## src/rtl/fpu_pkg.sv

```systemverilog
// Shared types and default widths for the floating-point dispatch front end.
package fpu_pkg;

    localparam int unsigned W     = 32;
    localparam int unsigned TAG_W = 5;
    localparam int unsigned OP_W  = 3;

    // Unit slot assignment; the op code presented by the core is the slot index.
    typedef enum logic [OP_W-1:0] {
        NEG = 3'd0,
        ADD = 3'd1,
        SUB = 3'd2,
        MUL = 3'd3,
        DIV = 3'd4,
        CMP = 3'd5
    } inst_type;

    typedef struct packed {
        logic [OP_W-1:0]  op;
        logic [TAG_W-1:0] tag;
    } order_entry_t;

endpackage

```

## src/rtl/fpu_sync_fifo.sv

```systemverilog
// Synchronous FIFO with wrap-bit pointers; head data is read directly from storage.
module fpu_sync_fifo #(
    parameter int unsigned WIDTH = 8,
    parameter int unsigned DEPTH = 8
) (
    input  logic                    clk,
    input  logic                    rst_n,
    input  logic                    push,
    input  logic [WIDTH-1:0]        push_data,
    input  logic                    pop,
    output logic [WIDTH-1:0]        pop_data,
    output logic                    empty,
    output logic                    full,
    output logic [$clog2(DEPTH):0]  count
);

    localparam int unsigned AW = $clog2(DEPTH);
    localparam int unsigned PW = AW + 1;

    logic [WIDTH-1:0] mem [DEPTH];
    logic [PW-1:0]    wptr;
    logic [PW-1:0]    rptr;

    // Storage is cleared on reset so an idle head reads as zero.
    always_ff @(posedge clk or negedge rst_n) begin
        if (!rst_n) begin
            wptr <= '0;
            rptr <= '0;
            for (int unsigned i = 0; i < DEPTH; i++) begin
                mem[i] <= '0;
            end
        end else begin
            if (push && !full) begin
                mem[wptr[AW-1:0]] <= push_data;
                wptr              <= wptr + PW'(1);
            end
            if (pop && !empty) begin
                rptr <= rptr + PW'(1);
            end
        end
    end

    assign pop_data = mem[rptr[AW-1:0]];
    assign count    = wptr - rptr;
    assign empty    = (wptr == rptr);
    assign full     = (wptr[AW-1:0] == rptr[AW-1:0]) && (wptr[AW] != rptr[AW]);

endmodule

```

## src/rtl/fpu_dispatch.sv

```systemverilog
// Issue/collect front end for the FP units: multiple ops in flight, results
// returned to the core in issue order with the caller's tag.
module fpu_dispatch #(
    parameter int unsigned W       = 32,
    parameter int unsigned N_UNITS = 6,
    parameter int unsigned OP_W    = 3,
    parameter int unsigned TAG_W   = 5,
    parameter int unsigned DEPTH   = 8
) (
    input  logic                   CLK,
    input  logic                   RESET,
    input  logic                   in_valid,
    output logic                   in_ready,
    input  logic [OP_W-1:0]        in_op,
    input  logic [W-1:0]           in_a,
    input  logic [W-1:0]           in_b,
    input  logic [TAG_W-1:0]       in_tag,
    output logic [N_UNITS-1:0]     unit_valid,
    output logic [W-1:0]           unit_a,
    output logic [W-1:0]           unit_b,
    input  logic [N_UNITS-1:0]     unit_res_valid,
    input  logic [N_UNITS*W-1:0]   unit_res,
    output logic                   out_valid,
    input  logic                   out_ready,
    output logic [W-1:0]           out_data,
    output logic [TAG_W-1:0]       out_tag,
    output logic [1:0]             err
);

    import fpu_pkg::*;

    localparam int unsigned CW = $clog2(DEPTH) + 1;

    order_entry_t        oq_push_data;
    order_entry_t        oq_head;
    logic                oq_empty;
    logic                oq_full;
    logic [CW-1:0]       oq_count;
    logic [CW-1:0]       oq_count_next;

    logic                accept;
    logic                good_op;
    logic                issue;
    logic                retire;

    logic [N_UNITS-1:0]  head_hit;
    logic [N_UNITS-1:0]  cnt_nz;
    logic [N_UNITS-1:0]  capture;
    logic [N_UNITS-1:0]  rf_pop;
    logic [N_UNITS-1:0]  rf_empty;
    logic [W-1:0]        rf_head [N_UNITS];

    logic                unused_oq_status;

    assign accept  = in_valid && in_ready;
    assign good_op = 32'(in_op) < N_UNITS;
    assign issue   = accept && good_op;

    assign oq_push_data.op  = in_op;
    assign oq_push_data.tag = in_tag;

    // Outstanding count is the order-queue occupancy: one entry per issued op until it retires.
    fpu_sync_fifo #(
        .WIDTH ($bits(order_entry_t)),
        .DEPTH (DEPTH)
    ) u_order_q (
        .clk       (CLK),
        .rst_n     (RESET),
        .push      (issue),
        .push_data (oq_push_data),
        .pop       (retire),
        .pop_data  (oq_head),
        .empty     (oq_empty),
        .full      (oq_full),
        .count     (oq_count)
    );

    assign unused_oq_status = oq_full;

    // Per-unit outstanding counter and result FIFO; results with no matching issue are dropped.
    for (genvar g = 0; g < N_UNITS; g++) begin : g_unit
        logic           inc;
        logic [CW-1:0]  cnt;
        logic           rf_full;
        logic [CW-1:0]  rf_count;
        logic           unused_status;

        assign inc        = issue && (in_op == OP_W'(g));
        assign cnt_nz[g]  = (cnt != '0);
        assign capture[g] = unit_res_valid[g] && cnt_nz[g];
        assign rf_pop[g]  = retire && head_hit[g];

        always_ff @(posedge CLK or negedge RESET) begin
            if (!RESET) begin
                cnt <= '0;
            end else if (inc && !capture[g]) begin
                cnt <= cnt + CW'(1);
            end else if (!inc && capture[g]) begin
                cnt <= cnt - CW'(1);
            end
        end

        fpu_sync_fifo #(
            .WIDTH (W),
            .DEPTH (DEPTH)
        ) u_res_q (
            .clk       (CLK),
            .rst_n     (RESET),
            .push      (capture[g]),
            .push_data (unit_res[g*W +: W]),
            .pop       (rf_pop[g]),
            .pop_data  (rf_head[g]),
            .empty     (rf_empty[g]),
            .full      (rf_full),
            .count     (rf_count)
        );

        assign unused_status = ^{rf_full, rf_count};
    end

    // Head of the order queue selects which result FIFO feeds the output.
    always_comb begin
        head_hit = '0;
        out_data = '0;
        for (int unsigned i = 0; i < N_UNITS; i++) begin
            head_hit[i] = (32'(oq_head.op) == i);
            if (head_hit[i]) begin
                out_data = out_data | rf_head[i];
            end
        end
    end

    assign out_valid = !oq_empty && |(head_hit & ~rf_empty);
    assign out_tag   = oq_head.tag;
    assign retire    = out_valid && out_ready;

    assign oq_count_next = oq_count + CW'(issue) - CW'(retire);

    // Issue strobe, shared operands, ready and sticky error flags.
    always_ff @(posedge CLK or negedge RESET) begin
        if (!RESET) begin
            in_ready   <= 1'b1;
            unit_valid <= '0;
            unit_a     <= '0;
            unit_b     <= '0;
            err        <= '0;
        end else begin
            in_ready   <= oq_count_next < CW'(DEPTH);
            unit_valid <= issue ? (N_UNITS'(1) << in_op) : '0;
            if (issue) begin
                unit_a <= in_a;
                unit_b <= in_b;
            end
            if (accept && !good_op) begin
                err[0] <= 1'b1;
            end
            if (|(unit_res_valid & ~cnt_nz)) begin
                err[1] <= 1'b1;
            end
        end
    end

endmodule

```

## config.mk

```make
export PLATFORM = sky130hd
export DESIGN_NAME = fpu_dispatch
export DESIGN_NICKNAME = d
export VERILOG_FILES = /design/src/rtl/fpu_pkg.sv /design/src/rtl/fpu_sync_fifo.sv /design/src/rtl/fpu_dispatch.sv
export SDC_FILE = /design/constraint.sdc
export NUM_CORES = 2
export LEC_CHECK = 0
export BUFFER_PORTS_ARGS = -buffer_cell sky130_fd_sc_hd__buf_2
export CAP_MARGIN = 0
export CORE_ASPECT_RATIO = 0.6
export CORE_MARGIN = 2
export CORE_UTILIZATION = 55
export DETAILED_ROUTE_END_ITERATION = 7
export PLACE_DENSITY = 0.84
export SETUP_SLACK_MARGIN = 0.4
export SLEW_MARGIN = 20
export SYNTH_ARGS = -nofsm -noshare
export SYNTH_HDL_FRONTEND = slang
export SYNTH_SLANG_ARGS = --single-unit
```

## constraint.sdc

```tcl
create_clock -name CLK -period 3 [get_ports CLK]
set_input_delay 0 -clock CLK [delete_from_list [all_inputs] [get_ports CLK]]
set_output_delay 0 -clock CLK [all_outputs]
set_load 0.1 [all_outputs]
```

==> impl_metrics.py <==
metrics = {
    "die": {
        "num_rows": 108,
        "die-width_um": 495,
        "dieArea_um2": 148000,
        "ios": 385,
        "initial_core_util_pct": 55.3,
        "fp.coreArea_um2": 144000,
        "die_h_um": 299,
    },
    "critical_path": {
        "rrSetupSlack_ns": -0.40,
        "path_cells": "buf_12 -> buf_16 -> mux4_2 -> mux2_4 -> o211ai_1 -> o221ai_4 -> buf_12",
        "ff2ff_path_depth": 14,
        "cp_num_buf_inv": 3,
        "slowest_delay_ns": 0.70,
        "start_kind": "flip-flop",
        "path_delay_family": "compound AO/OA/AOI/OAI gates",
        "cpMaxStageDelayCell": "o211ai_1",
        "cp_common_cell": "buf_12",
        "path_class": "reg2out",
        "endpoint_kind": "output pin",
        "rr_endpoint": "in_ready$_DFF_PN1_",
        "worstPathRequired_ns": 3.00,
        "cp_max_fo": 8,
        "arrival_ns": 3.75,
        "worst_r2r_startpoint": "u_order_q.rptr[1]$_DFFE_PN0P_",
    },
    "global_routing": {
        "grt_max_degree": 146,
        "grt_pass1_vias": 54600,
        "grtUsageTotal_pct": 31.5,
        "antenna_found_initial": 34,
        "grt_overflow": 0,
        "grt_pass1_wl_um": 350000,
    },
    "logic_synthesis": {
        "synth-seq-cells": 1753,
        "synth-edff-count": 0,
        "ys_seq_area_share_pct": 55.1,
        "synth.top_cell.area_share_pct": 55.0,
        "ys_top_cells_by_area": "dfrtp_1 55%, mux2_2 24%, mux4_2 11%, buf_2 1.3%, nand2_1 1.2%",
        "synthesis.nets": 5412,
        "yosysTopAreaCell": "dfrtp_1",
        "synth_ff_type": "dfrtp_1",
        "avgSynthCellArea_um2": 15.6,
        "syn_inst": 5096,
        "syn-cell-area_um2": 79700,
        "synth_cell_types": 57,
        "yosysWarnings": 0,
        "async_flop_share_pct": 100,
    },
    "placement": {
        "dpl.cell_count": 7363,
        "place_congestion": 0.872,
        "io_buffers": 384,
        "place_hpwl_um": 135000,
    },
    "clocking": {
        "cts_root_buf": "clkbuf_16",
        "clkLatencyLatePin_ns": 0.81,
        "cts_buffers": 159,
        "cts_tree": "done",
        "clk_pin_slew_ns": 0.07,
        "clock-sinks": 1753,
        "clock_path_buffers": 3,
        "cts_htree_levels": 4,
    },
    "route": {
        "ant_nets": 0,
        "routedWlPerCell_um": 29.6,
        "dr.pass1.iters": 8,
        "drtIter0Drc": 5473,
        "drc": 0,
        "vias_per_cell": 6.35,
        "drt-total-wl_um": 240000,
        "routed-via-count": 51600,
    },
    "status": {
        "violations": "negative setup slack",
        "status": "finished, violations left",
    },
    "layout": {
        "nFillCells": 8867,
        "area_growth_syn_to_layout_pct": 23.2,
        "final-instance-count-excl-fill": 8113,
        "regArea_um2": 43900,
        "layout_common_cells": "1731 x dfrtp_1, 1684 x mux2_2, 404 x mux4_2",
        "final_common_cell": "dfrtp_1",
        "drive_above_1_share_pct": 54.4,
        "nNetsFinal": 6355,
        "multi_input_area_um2": 35700,
    },
    "sta": {
        "finalSetupViolations": 34,
        "hold_viol": 0,
        "rsz0062_at_grt": "true",
        "hold-worst-slack_ns": 0.0718,
        "min_period_over_period_pct": 125,
        "fin_setup_tns_ns": -19.22,
        "relSlewSlack_pct": 42.1,
        "fmax_mhz": 267,
        "maxSlewViolCount": 0,
        "fin_ws_ns": -0.749,
        "period_minus_slack_ns": 3.75,
        "tightest_slew_ns": 0.864,
        "clock_skew_ns": 0.0432,
    },
    "worst_hold_path": {
        "hp-class": "in2async",
    },
    "job": {
        "drv_cap": 0,
    },
}
## worst max path at each step
| stage | startpoint | end | slack [ns] | cells after the start |
|---|---|---|---|---|
| finish | g_unit[5].u_res_q.rptr[0]$_DFFE_PN0P_ | out_data[28] | -0.75 | 7 |
| global route | g_unit[5].u_res_q.rptr[0]$_DFFE_PN0P_ | out_data[28] | -0.73 | 7 |
| CTS | g_unit[5].u_res_q.rptr[0]$_DFFE_PN0P_ | out_data[3] | -0.56 | 7 |
| detailed placement | u_order_q.rptr[1]$_DFFE_PN0P_ | in_ready$_DFF_PN1_ | -0.30 | 15 |
| global placement | u_order_q.rptr[1]$_DFFE_PN0P_ | in_ready$_DFF_PN1_ | -0.37 | 15 |
| floorplan | u_order_q.rptr[1]$_DFFE_PN0P_ | in_ready$_DFF_PN1_ | -0.23 | 13 |
## layer usage
metal	vias up	track usage, %	routed length, um
met2	2627	47.2	109000
met5	-	0	142
met4	20	14.0	12400
met1	27300	43.8	93100
met3	756	8.29	25300
li1	20800	-	-
## cells in the mapped netlist, types with 2 or more instances
cell and count:
a21o_1 6, a21oi_1 72, a21oi_2 3, a22oi_1 2
a41o_1 2, a41oi_2 2, and2_1 6, and3_1 6
buf_1 33, buf_2 204, buf_6 2, clkbuf_1 93
clkbuf_8 2, dfrtp_1 1752, fa_1 8, ha_1 34
inv_1 17, mux2_1 8, mux2_2 1711, mux2_4 3
mux2i_1 97, mux2i_2 2, mux4_1 6, mux4_2 398
nand2_1 263, nand2b_1 15, nand3_1 11, nand3b_1 13
nand4_1 8, nand4b_1 2, nor2_1 93, nor3_1 13
nor3b_1 3, nor3b_2 9, nor4_1 12, o211ai_1 34
o21ai_0 6, o221ai_1 32, xnor2_1 62, xor2_1 34
## repair_timing
action                                  in CTS  in global routing
gates cloned                                25                 12
hold buffers                               344                  0
buffers inserted                            20                 39
endpoints found under the setup margin     539                765
resized for setup                          186                123
pin swaps                                   27                 66
hold endpoints to repair                  3350                  0
## kinds of logic after synthesis
kind of cell | after synthesis | share of synthesized area, %
multiplexers | 2225 | 37.0
flip-flops | 1753 | 55.1
AND/OR/NAND/NOR | 462 | 2.63
buffers and inverters | 352 | 2.04
AO/OA/AOI/OAI | 166 | 1.44
XOR/XNOR | 96 | 1.06
adder cells (fa/ha/maj) | 42 | 0.735
## registers in the layout, summed over array words and instances, names as in the netlist
signal	flops
unit_a	32
unit_valid	6
g_unit.cnt	24
u_order_q.wptr	4
unit_b	32
g_unit.u_res_q.mem	1536
u_order_q.mem	64
err	2
u_order_q.rptr	4
in_ready	1
g_unit.u_res_q.wptr	24
g_unit.u_res_q.rptr	24
## cell type report
| type | instances | share of cell area (%) |
|---|---|---|
| antenna | 27 | 0.0688 |
| inverter | 17 | 0.0650 |
| timing repair buffer | 1117 | 11.1 |
| clock inverter | 41 | 0.380 |
| tap | 1925 | 2.45 |
| multi-input combinational | 2991 | 36.4 |
| sequential | 1753 | 44.7 |
| clock buffer | 242 | 4.81 |
## worst register-to-register path: stages, from the launching register on
cell	delay (ns)
dfrtp_1	0.40
buf_6	0.13
mux4_2	0.55
buf_6	0.14
mux2_4	0.28
mux2_4	0.32
o32ai_4	0.19
o21ai_4	0.11
inv_2	0.07
fa_2	0.19
inv_2	0.04
fa_2	0.34
ha_4	0.28
a41oi_2	0.10
xnor2_1	0.20
## stage by stage
stage | setup WS (ns) | area [um2] | util [%]
after global routing | -0.731 | 98100 | 68.1
after global placement | -0.366 | 86800 | 60.2
after CTS | -0.556 | 96900 | 67.2
final | -0.749 | 98200 | 68.1
after floorplan | -0.227 | 80300 | -
after detailed placement | -0.295 | 86800 | 60.2
Power is left out: the tool's default activity adds up to more than one toggle a clock period on the data nets, which glitch-free logic cannot reach.
